File: src/rtl/elastic_alu_output_stage_if.sv
// Elastic join/fork handshake bundle for the PE output stage.
// Operand pair and stop go upstream; per-neighbour data/valid/stop go downstream.
interface elastic_alu_output_stage_if #(
  parameter int unsigned DATA_WIDTH      = 32,
  parameter int unsigned NEIGHBOR_PE_NUM = 4
);
  logic [DATA_WIDTH-1:0]                 input_data_1;
  logic [DATA_WIDTH-1:0]                 input_data_2;
  logic                                  valid_input;
  logic                                  stop_input;
  logic [NEIGHBOR_PE_NUM*DATA_WIDTH-1:0] output_data;
  logic [NEIGHBOR_PE_NUM-1:0]            valid_output;
  logic [NEIGHBOR_PE_NUM-1:0]            stop_output;

  modport master (
    output input_data_1, input_data_2, valid_input, stop_output,
    input  stop_input, output_data, valid_output
  );

  modport slave (
    input  input_data_1, input_data_2, valid_input, stop_output,
    output stop_input, output_data, valid_output
  );
endinterface

File: src/rtl/elastic_alu_output_stage.sv
// PE output datapath: combinational elastic ALU -> elastic FIFO -> eager fork.
// Emits per-token context-switch pulses for the ALU and fork contexts.
module elastic_alu_output_stage #(
  parameter int unsigned DATA_WIDTH                     = 32,
  parameter int unsigned ADDRESS_WIDTH                  = 32,
  parameter int unsigned OPERATION_BIT_LENGTH           = 4,
  parameter int unsigned NEIGHBOR_PE_NUM                = 4,
  parameter int unsigned ELASTIC_BUFFER_SIZE            = 2,
  parameter int unsigned ELASTIC_BUFFER_SIZE_BIT_LENGTH = 1
) (
  input  logic                                      clk,
  input  logic                                      reset_n,
  elastic_alu_output_stage_if.slave                 bus,
  input  logic [OPERATION_BIT_LENGTH-1:0]           op,
  input  logic [DATA_WIDTH-1:0]                     const_data,
  output logic [ADDRESS_WIDTH-1:0]                  memory_read_address,
  input  logic [DATA_WIDTH-1:0]                     memory_read_data,
  output logic                                      memory_write,
  output logic [ADDRESS_WIDTH-1:0]                  memory_write_address,
  output logic [DATA_WIDTH-1:0]                     memory_write_data,
  input  logic [NEIGHBOR_PE_NUM-1:0]                available_output,
  output logic                                      switch_context_alu,
  output logic                                      switch_context_fork,
  output logic [DATA_WIDTH-1:0]                     alu_output_data,
  output logic [ELASTIC_BUFFER_SIZE_BIT_LENGTH:0]   buffer_data_size
);

  localparam int unsigned PTR_W = ELASTIC_BUFFER_SIZE_BIT_LENGTH;
  localparam int unsigned CNT_W = ELASTIC_BUFFER_SIZE_BIT_LENGTH + 1;

  localparam logic [OPERATION_BIT_LENGTH-1:0] OP_ADD   = OPERATION_BIT_LENGTH'(1);
  localparam logic [OPERATION_BIT_LENGTH-1:0] OP_SUB   = OPERATION_BIT_LENGTH'(2);
  localparam logic [OPERATION_BIT_LENGTH-1:0] OP_MUL   = OPERATION_BIT_LENGTH'(3);
  localparam logic [OPERATION_BIT_LENGTH-1:0] OP_CONST = OPERATION_BIT_LENGTH'(4);
  localparam logic [OPERATION_BIT_LENGTH-1:0] OP_LOAD  = OPERATION_BIT_LENGTH'(5);
  localparam logic [OPERATION_BIT_LENGTH-1:0] OP_STORE = OPERATION_BIT_LENGTH'(6);
  localparam logic [OPERATION_BIT_LENGTH-1:0] OP_ROUTE = OPERATION_BIT_LENGTH'(7);

  logic [DATA_WIDTH-1:0]      operand_a;
  logic [DATA_WIDTH-1:0]      operand_b;
  logic [DATA_WIDTH-1:0]      alu_result;
  logic                       produce;
  logic                       is_store;
  logic                       fire;
  logic                       push;
  logic                       pop;
  logic                       buffer_full;
  logic                       head_valid;
  logic [DATA_WIDTH-1:0]      head_data;

  logic [DATA_WIDTH-1:0]      fifo_mem [ELASTIC_BUFFER_SIZE];
  logic [PTR_W-1:0]           wr_ptr;
  logic [PTR_W-1:0]           rd_ptr;
  logic [CNT_W-1:0]           count;

  logic [NEIGHBOR_PE_NUM-1:0] done_q;
  logic [NEIGHBOR_PE_NUM-1:0] valid_vec;
  logic [NEIGHBOR_PE_NUM-1:0] taken;
  logic                       complete;

  assign operand_a = bus.input_data_1;
  assign operand_b = bus.input_data_2;

  // Op decode: result value plus whether the op produces a token
  always_comb begin
    alu_result = '0;
    produce    = 1'b0;
    is_store   = 1'b0;
    case (op)
      OP_ADD:   begin alu_result = operand_a + operand_b; produce = 1'b1; end
      OP_SUB:   begin alu_result = operand_a - operand_b; produce = 1'b1; end
      OP_MUL:   begin alu_result = operand_a * operand_b; produce = 1'b1; end
      OP_CONST: begin alu_result = const_data;            produce = 1'b1; end
      OP_LOAD:  begin alu_result = memory_read_data;      produce = 1'b1; end
      OP_ROUTE: begin alu_result = operand_a;             produce = 1'b1; end
      OP_STORE: is_store = 1'b1;
      default:  ;
    endcase
  end

  // Only producing ops see FIFO backpressure; NOP/STORE drain the join freely
  assign buffer_full    = (count == CNT_W'(ELASTIC_BUFFER_SIZE));
  assign head_valid     = (count != '0);
  assign fire           = bus.valid_input & ~(produce & buffer_full);
  assign push           = fire & produce;
  assign bus.stop_input = produce & buffer_full;

  assign switch_context_alu   = fire;
  assign alu_output_data      = alu_result;
  assign memory_read_address  = ADDRESS_WIDTH'(operand_a);
  assign memory_write_address = ADDRESS_WIDTH'(operand_a);
  assign memory_write_data    = operand_b;
  assign memory_write         = fire & is_store;

  // Eager fork: each enabled output takes the head once, pop when all are served
  assign valid_vec        = {NEIGHBOR_PE_NUM{head_valid}} & available_output & ~done_q;
  assign taken            = valid_vec & ~bus.stop_output;
  assign complete         = head_valid & (&(~available_output | done_q | taken));
  assign pop              = complete;
  assign head_data        = fifo_mem[rd_ptr];
  assign bus.valid_output = valid_vec;
  assign bus.output_data  = {NEIGHBOR_PE_NUM{head_data}};

  assign switch_context_fork = complete;
  assign buffer_data_size    = count;

  always_ff @(posedge clk) begin
    if (push) fifo_mem[wr_ptr] <= alu_result;
  end

  always_ff @(posedge clk) begin
    if (reset_n) begin
      wr_ptr <= '0;
      rd_ptr <= '0;
      count  <= '0;
      done_q <= '0;
    end else begin
      if (push) wr_ptr <= wr_ptr + PTR_W'(1);
      if (pop)  rd_ptr <= rd_ptr + PTR_W'(1);
      case ({push, pop})
        2'b10:   count <= count + CNT_W'(1);
        2'b01:   count <= count - CNT_W'(1);
        default: count <= count;
      endcase
      if (complete) done_q <= '0;
      else          done_q <= done_q | taken;
    end
  end

endmodule

File: src/flat_wrapper.sv
// flat-port wrapper written by rule: the top's interface ports become plain ports
module elastic_alu_output_stage_flat 
#(
  parameter int unsigned DATA_WIDTH                     = 32,
  parameter int unsigned ADDRESS_WIDTH                  = 32,
  parameter int unsigned OPERATION_BIT_LENGTH           = 4,
  parameter int unsigned NEIGHBOR_PE_NUM                = 4,
  parameter int unsigned ELASTIC_BUFFER_SIZE            = 2,
  parameter int unsigned ELASTIC_BUFFER_SIZE_BIT_LENGTH = 1
)
  (clk, reset_n, op, const_data, memory_read_address, memory_read_data, memory_write, memory_write_address, memory_write_data, available_output, switch_context_alu, switch_context_fork, alu_output_data, buffer_data_size, bus_input_data_1, bus_input_data_2, bus_valid_input, bus_stop_output, bus_stop_input, bus_output_data, bus_valid_output);
  elastic_alu_output_stage_if #(.DATA_WIDTH(DATA_WIDTH), .NEIGHBOR_PE_NUM(NEIGHBOR_PE_NUM)) bus_i ();
  input  logic clk;
  input  logic reset_n;
  input  logic [OPERATION_BIT_LENGTH-1:0] op;
  input  logic [DATA_WIDTH-1:0] const_data;
  output logic [ADDRESS_WIDTH-1:0] memory_read_address;
  input  logic [DATA_WIDTH-1:0] memory_read_data;
  output logic memory_write;
  output logic [ADDRESS_WIDTH-1:0] memory_write_address;
  output logic [DATA_WIDTH-1:0] memory_write_data;
  input  logic [NEIGHBOR_PE_NUM-1:0] available_output;
  output logic switch_context_alu;
  output logic switch_context_fork;
  output logic [DATA_WIDTH-1:0] alu_output_data;
  output logic [ELASTIC_BUFFER_SIZE_BIT_LENGTH:0] buffer_data_size;
  input wire logic [$bits(bus_i.input_data_1)-1:0] bus_input_data_1;
  input wire logic [$bits(bus_i.input_data_2)-1:0] bus_input_data_2;
  input wire logic [$bits(bus_i.valid_input)-1:0] bus_valid_input;
  input wire logic [$bits(bus_i.stop_output)-1:0] bus_stop_output;
  output wire logic [$bits(bus_i.stop_input)-1:0] bus_stop_input;
  output wire logic [$bits(bus_i.output_data)-1:0] bus_output_data;
  output wire logic [$bits(bus_i.valid_output)-1:0] bus_valid_output;
  assign bus_i.input_data_1 = bus_input_data_1;
  assign bus_i.input_data_2 = bus_input_data_2;
  assign bus_i.valid_input = bus_valid_input;
  assign bus_i.stop_output = bus_stop_output;
  assign bus_stop_input = bus_i.stop_input;
  assign bus_output_data = bus_i.output_data;
  assign bus_valid_output = bus_i.valid_output;
  elastic_alu_output_stage #(.DATA_WIDTH(DATA_WIDTH), .ADDRESS_WIDTH(ADDRESS_WIDTH), .OPERATION_BIT_LENGTH(OPERATION_BIT_LENGTH), .NEIGHBOR_PE_NUM(NEIGHBOR_PE_NUM), .ELASTIC_BUFFER_SIZE(ELASTIC_BUFFER_SIZE), .ELASTIC_BUFFER_SIZE_BIT_LENGTH(ELASTIC_BUFFER_SIZE_BIT_LENGTH)) u_core (.clk(clk), .reset_n(reset_n), .bus(bus_i), .op(op), .const_data(const_data), .memory_read_address(memory_read_address), .memory_read_data(memory_read_data), .memory_write(memory_write), .memory_write_address(memory_write_address), .memory_write_data(memory_write_data), .available_output(available_output), .switch_context_alu(switch_context_alu), .switch_context_fork(switch_context_fork), .alu_output_data(alu_output_data), .buffer_data_size(buffer_data_size));
endmodule
File: config.mk
export PLATFORM = sky130hd
export DESIGN_NAME = elastic_alu_output_stage_flat
export DESIGN_NICKNAME = d
export VERILOG_FILES = /design/src/rtl/elastic_alu_output_stage_if.sv /design/src/rtl/elastic_alu_output_stage.sv /design/src/flat_wrapper.sv
export SDC_FILE = /design/constraint.sdc
export NUM_CORES = 1
export LEC_CHECK = 0
export BUFFER_PORTS_ARGS = -buffer_cell sky130_fd_sc_hd__buf_2
export CORE_UTILIZATION = 55
export DETAILED_ROUTE_END_ITERATION = 16
export GPL_ROUTABILITY_DRIVEN = 0
export GPL_TIMING_DRIVEN = 0
export HOLD_SLACK_MARGIN = 0.03
export PLACE_DENSITY_LB_ADDON = 0.25
export SETUP_SLACK_MARGIN = 0.2
export SLEW_MARGIN = 30
export SYNTH_ARGS = -nofsm -noshare
export SYNTH_HDL_FRONTEND = slang
export SYNTH_SLANG_ARGS = --single-unit
export TNS_END_PERCENT = 5
File: constraint.sdc
create_clock -name clk -period 13.8 [get_ports clk]
set_clock_uncertainty 0.1 [all_clocks]
set_input_delay 1.38 -clock clk [delete_from_list [all_inputs] [get_ports clk]]
set_output_delay 1.38 -clock clk [all_outputs]
set_load 0.005 [all_outputs]
==> results.py <==
metrics = {
    "status": {
        "status": "completed",
    },
    "synthesis": {
        "synth_flop_cell": "edfxtp_1",
        "synthTopCellsByArea": "fa_1, ha_1, and2_1",
        "avgSynthCellArea_sq_um": 9.04,
        "synth_seq_cells": 73,
        "synth_cell_types": 82,
        "synthCells": 2584,
        "syn-num-nets": 3293,
        "synth_warnings": 0,
        "synth_edf_count": 64,
        "syn_area_sq_um": 23400,
        "synth_top_area_cell": "fa_1",
        "synth_top_cell_area_share_pct": 35.1,
        "synth_seq_area_share_pct": 9.00,
        "ys_async_sr_fraction_pct": 0,
    },
    "drt": {
        "wirelength_microns": 86100,
        "drt_pass1_iterations": 7,
        "route.detailed.drc": 0,
        "avgViaCountPerCell": 5.80,
        "ant_nets": 0,
        "vias": 20575,
        "drtIter0Drc": 2041,
        "wl_per_cell_microns": 24.3,
    },
    "layout": {
        "fillers": 3574,
        "multiInputGateArea_sq_um": 17800,
        "area_delta_synth_final_pct": 13.0,
        "layout_common_cells": "fa_1, buf_2, inv_1",
        "final_core_util_pct": 62.9,
        "mostFrequentLayoutCell": "fa_1",
        "drive_above_1_share_pct": 23.1,
        "nets": 3701,
        "seq_area_sq_um": 2100,
        "design_area_sq_um": 26400,
    },
    "timing": {
        "fin_crit_sh_pct": 83.0,
        "slew_viol_final": 0,
        "maxSlewHeadroom_pct": 27.7,
        "setup_viol": 0,
        "fin_tns_setup_ns": 0,
        "max_freq_ghz": 0.0873,
        "rsz0062_at_grt": "false",
        "fin_crit_ns": 11.45,
        "worst_slew_pin_slew_ns": 1.08,
        "hold_viol": 0,
    },
    "clocking": {
        "cts_tree": "done",
        "clkTransAtPathRegs_ns": 0.06,
        "cts_resized": 0,
        "postCtsSetupRepairBufs": 0,
        "h-tree-depth": 3,
        "clockBufferDepth": 2,
        "cts.sinks": 73,
        "insertion_delay_ns": 0.33,
        "postCtsHoldBufs": 0,
        "numCtsBuffers": 9,
        "clockRootBuffer": "clkbuf_16",
    },
    "critical_path": {
        "worstPathRequired_ns": 12.32,
        "ff2ff_setup_slack_ns": 11.48,
        "path_max_fanout": 10,
        "arrival_ns": 9.97,
        "path_delay_family": "adder cells",
        "reg2reg_to": "u_core.buffer_data_size[1]",
        "cp_num_buf_inv": 8,
        "crit_top_cell": "fa_1",
        "crit_type": "in -> out",
        "r2r_start": "u_core.buffer_data_size[0]",
        "cp-end-kind": "output port",
        "worst_r2r_path_depth": 5,
        "crit_path_start_kind": "primary input",
        "cp_slowest_cell": "clkbuf_1",
        "cpPeakStageDelay_ns": 0.74,
    },
    "die": {
        "die-width_microns": 208,
        "core-area_sq_um": 41900,
        "pin_count": 409,
        "rows": 75,
        "die-area_sq_um": 43300,
        "die_y_microns": 208,
        "start_util_pct": 55.7,
    },
    "flow_run": {
        "cap_violations": 0,
    },
    "worst_hold_path": {
        "min_path_cells": 1,
        "min_path_type": "reg -> reg",
        "hold_path.startpoint": "u_core.done_q[0]",
        "hold_end": "u_core.done_q[0]",
    },
    "place": {
        "port_buffers": 395,
        "hpwlAfterDp_microns": 70800,
        "placed_cell_area_sq_um": 26100,
    },
    "global_routing": {
        "grt_pass1_wl_microns": 127000,
        "grt_max_degree": 25,
        "grt_pass1_vias": 20812,
        "grt_antenna_before_repair": 10,
        "track_usage_pct": 40.1,
        "overflow": 0,
    },
}
area by class of cell:
cell class	instances	share of cell area [%]
antenna	14	0.133
buffer	326	7.48
clock buffer	10	0.868
clock inverter	6	0.161
inverter	398	5.66
multi-input combinational	1787	67.5
sequential	73	7.97
tap	539	2.56
timing repair buffer	397	7.70
metrics by stage:
step	hold slack (ns)	std cells	setup WS (ns)
3_3_place_gp	0.368	3518	2.71
6_report	0.392	3550	2.35
5_1_grt	0.409	3541	2.23
4_1_cts	0.392	3536	2.61
2_1_floorplan	0.354	2584	4.42
3_5_place_dp	0.378	3520	2.62
logic make-up (layout without fill, tap and decap cells):
logic type	count (synthesis)	after routing	share of synthesized area, %
xor gates and xnor gates	144	144	5.46
AOI/OAI and AO/OA	260	260	7.68
muxes	64	64	2.92
and+or+nand+nor	753	753	16.6
other	0	14	0
buffers and inverters	724	1137	14.8
DFF	73	73	9.00
adders and majority gates	566	566	43.5
sequential cells by signal, summed over array words and instances (netlist names), named ones only:
signal                   flops
u_core.fifo_mem             64
u_core.done_q                4
u_core.buffer_data_size      2
u_core.rd_ptr                1
u_core.wr_ptr                1
Yosys cell counts (all sizes together) (31+ instances only):
master,number
a21oi,66
mux2i,31
ha,157
mux2,33
and2,313
nand2,296
clkbuf,112
buf,214
nor2,61
fa,409
o21ai,73
edfxtp,64
xnor2,98
xor2,45
inv,398
how the worst max path moves through the flow:
| stage | to | cells after the start | startpoint | slack, ns |
|---|---|---|---|---|
| 3_3_place_gp | alu_output_data[30] | 26 | bus_input_data_1[13] | 2.71 |
| 2_1_floorplan | alu_output_data[30] | 24 | bus_input_data_1[13] | 4.42 |
| 3_5_place_dp | alu_output_data[30] | 26 | bus_input_data_1[13] | 2.62 |
| 6_report | alu_output_data[30] | 26 | bus_input_data_1[13] | 2.35 |
| 5_1_grt | alu_output_data[30] | 26 | bus_input_data_1[13] | 2.23 |
| 4_1_cts | alu_output_data[30] | 26 | bus_input_data_1[13] | 2.61 |
per-layer routing:
layer	part of all wire (%)	track usage (%)	routed length, microns
met1	34	46.5	29300
met2	45	63.3	38800
met3	12	10.5	10200
met4	9.0	32.1	7760
met5	0.064	0	55
Power is left out: the tool's default activity adds up to more than one toggle a clock period on the data nets, which glitch-free logic cannot reach.
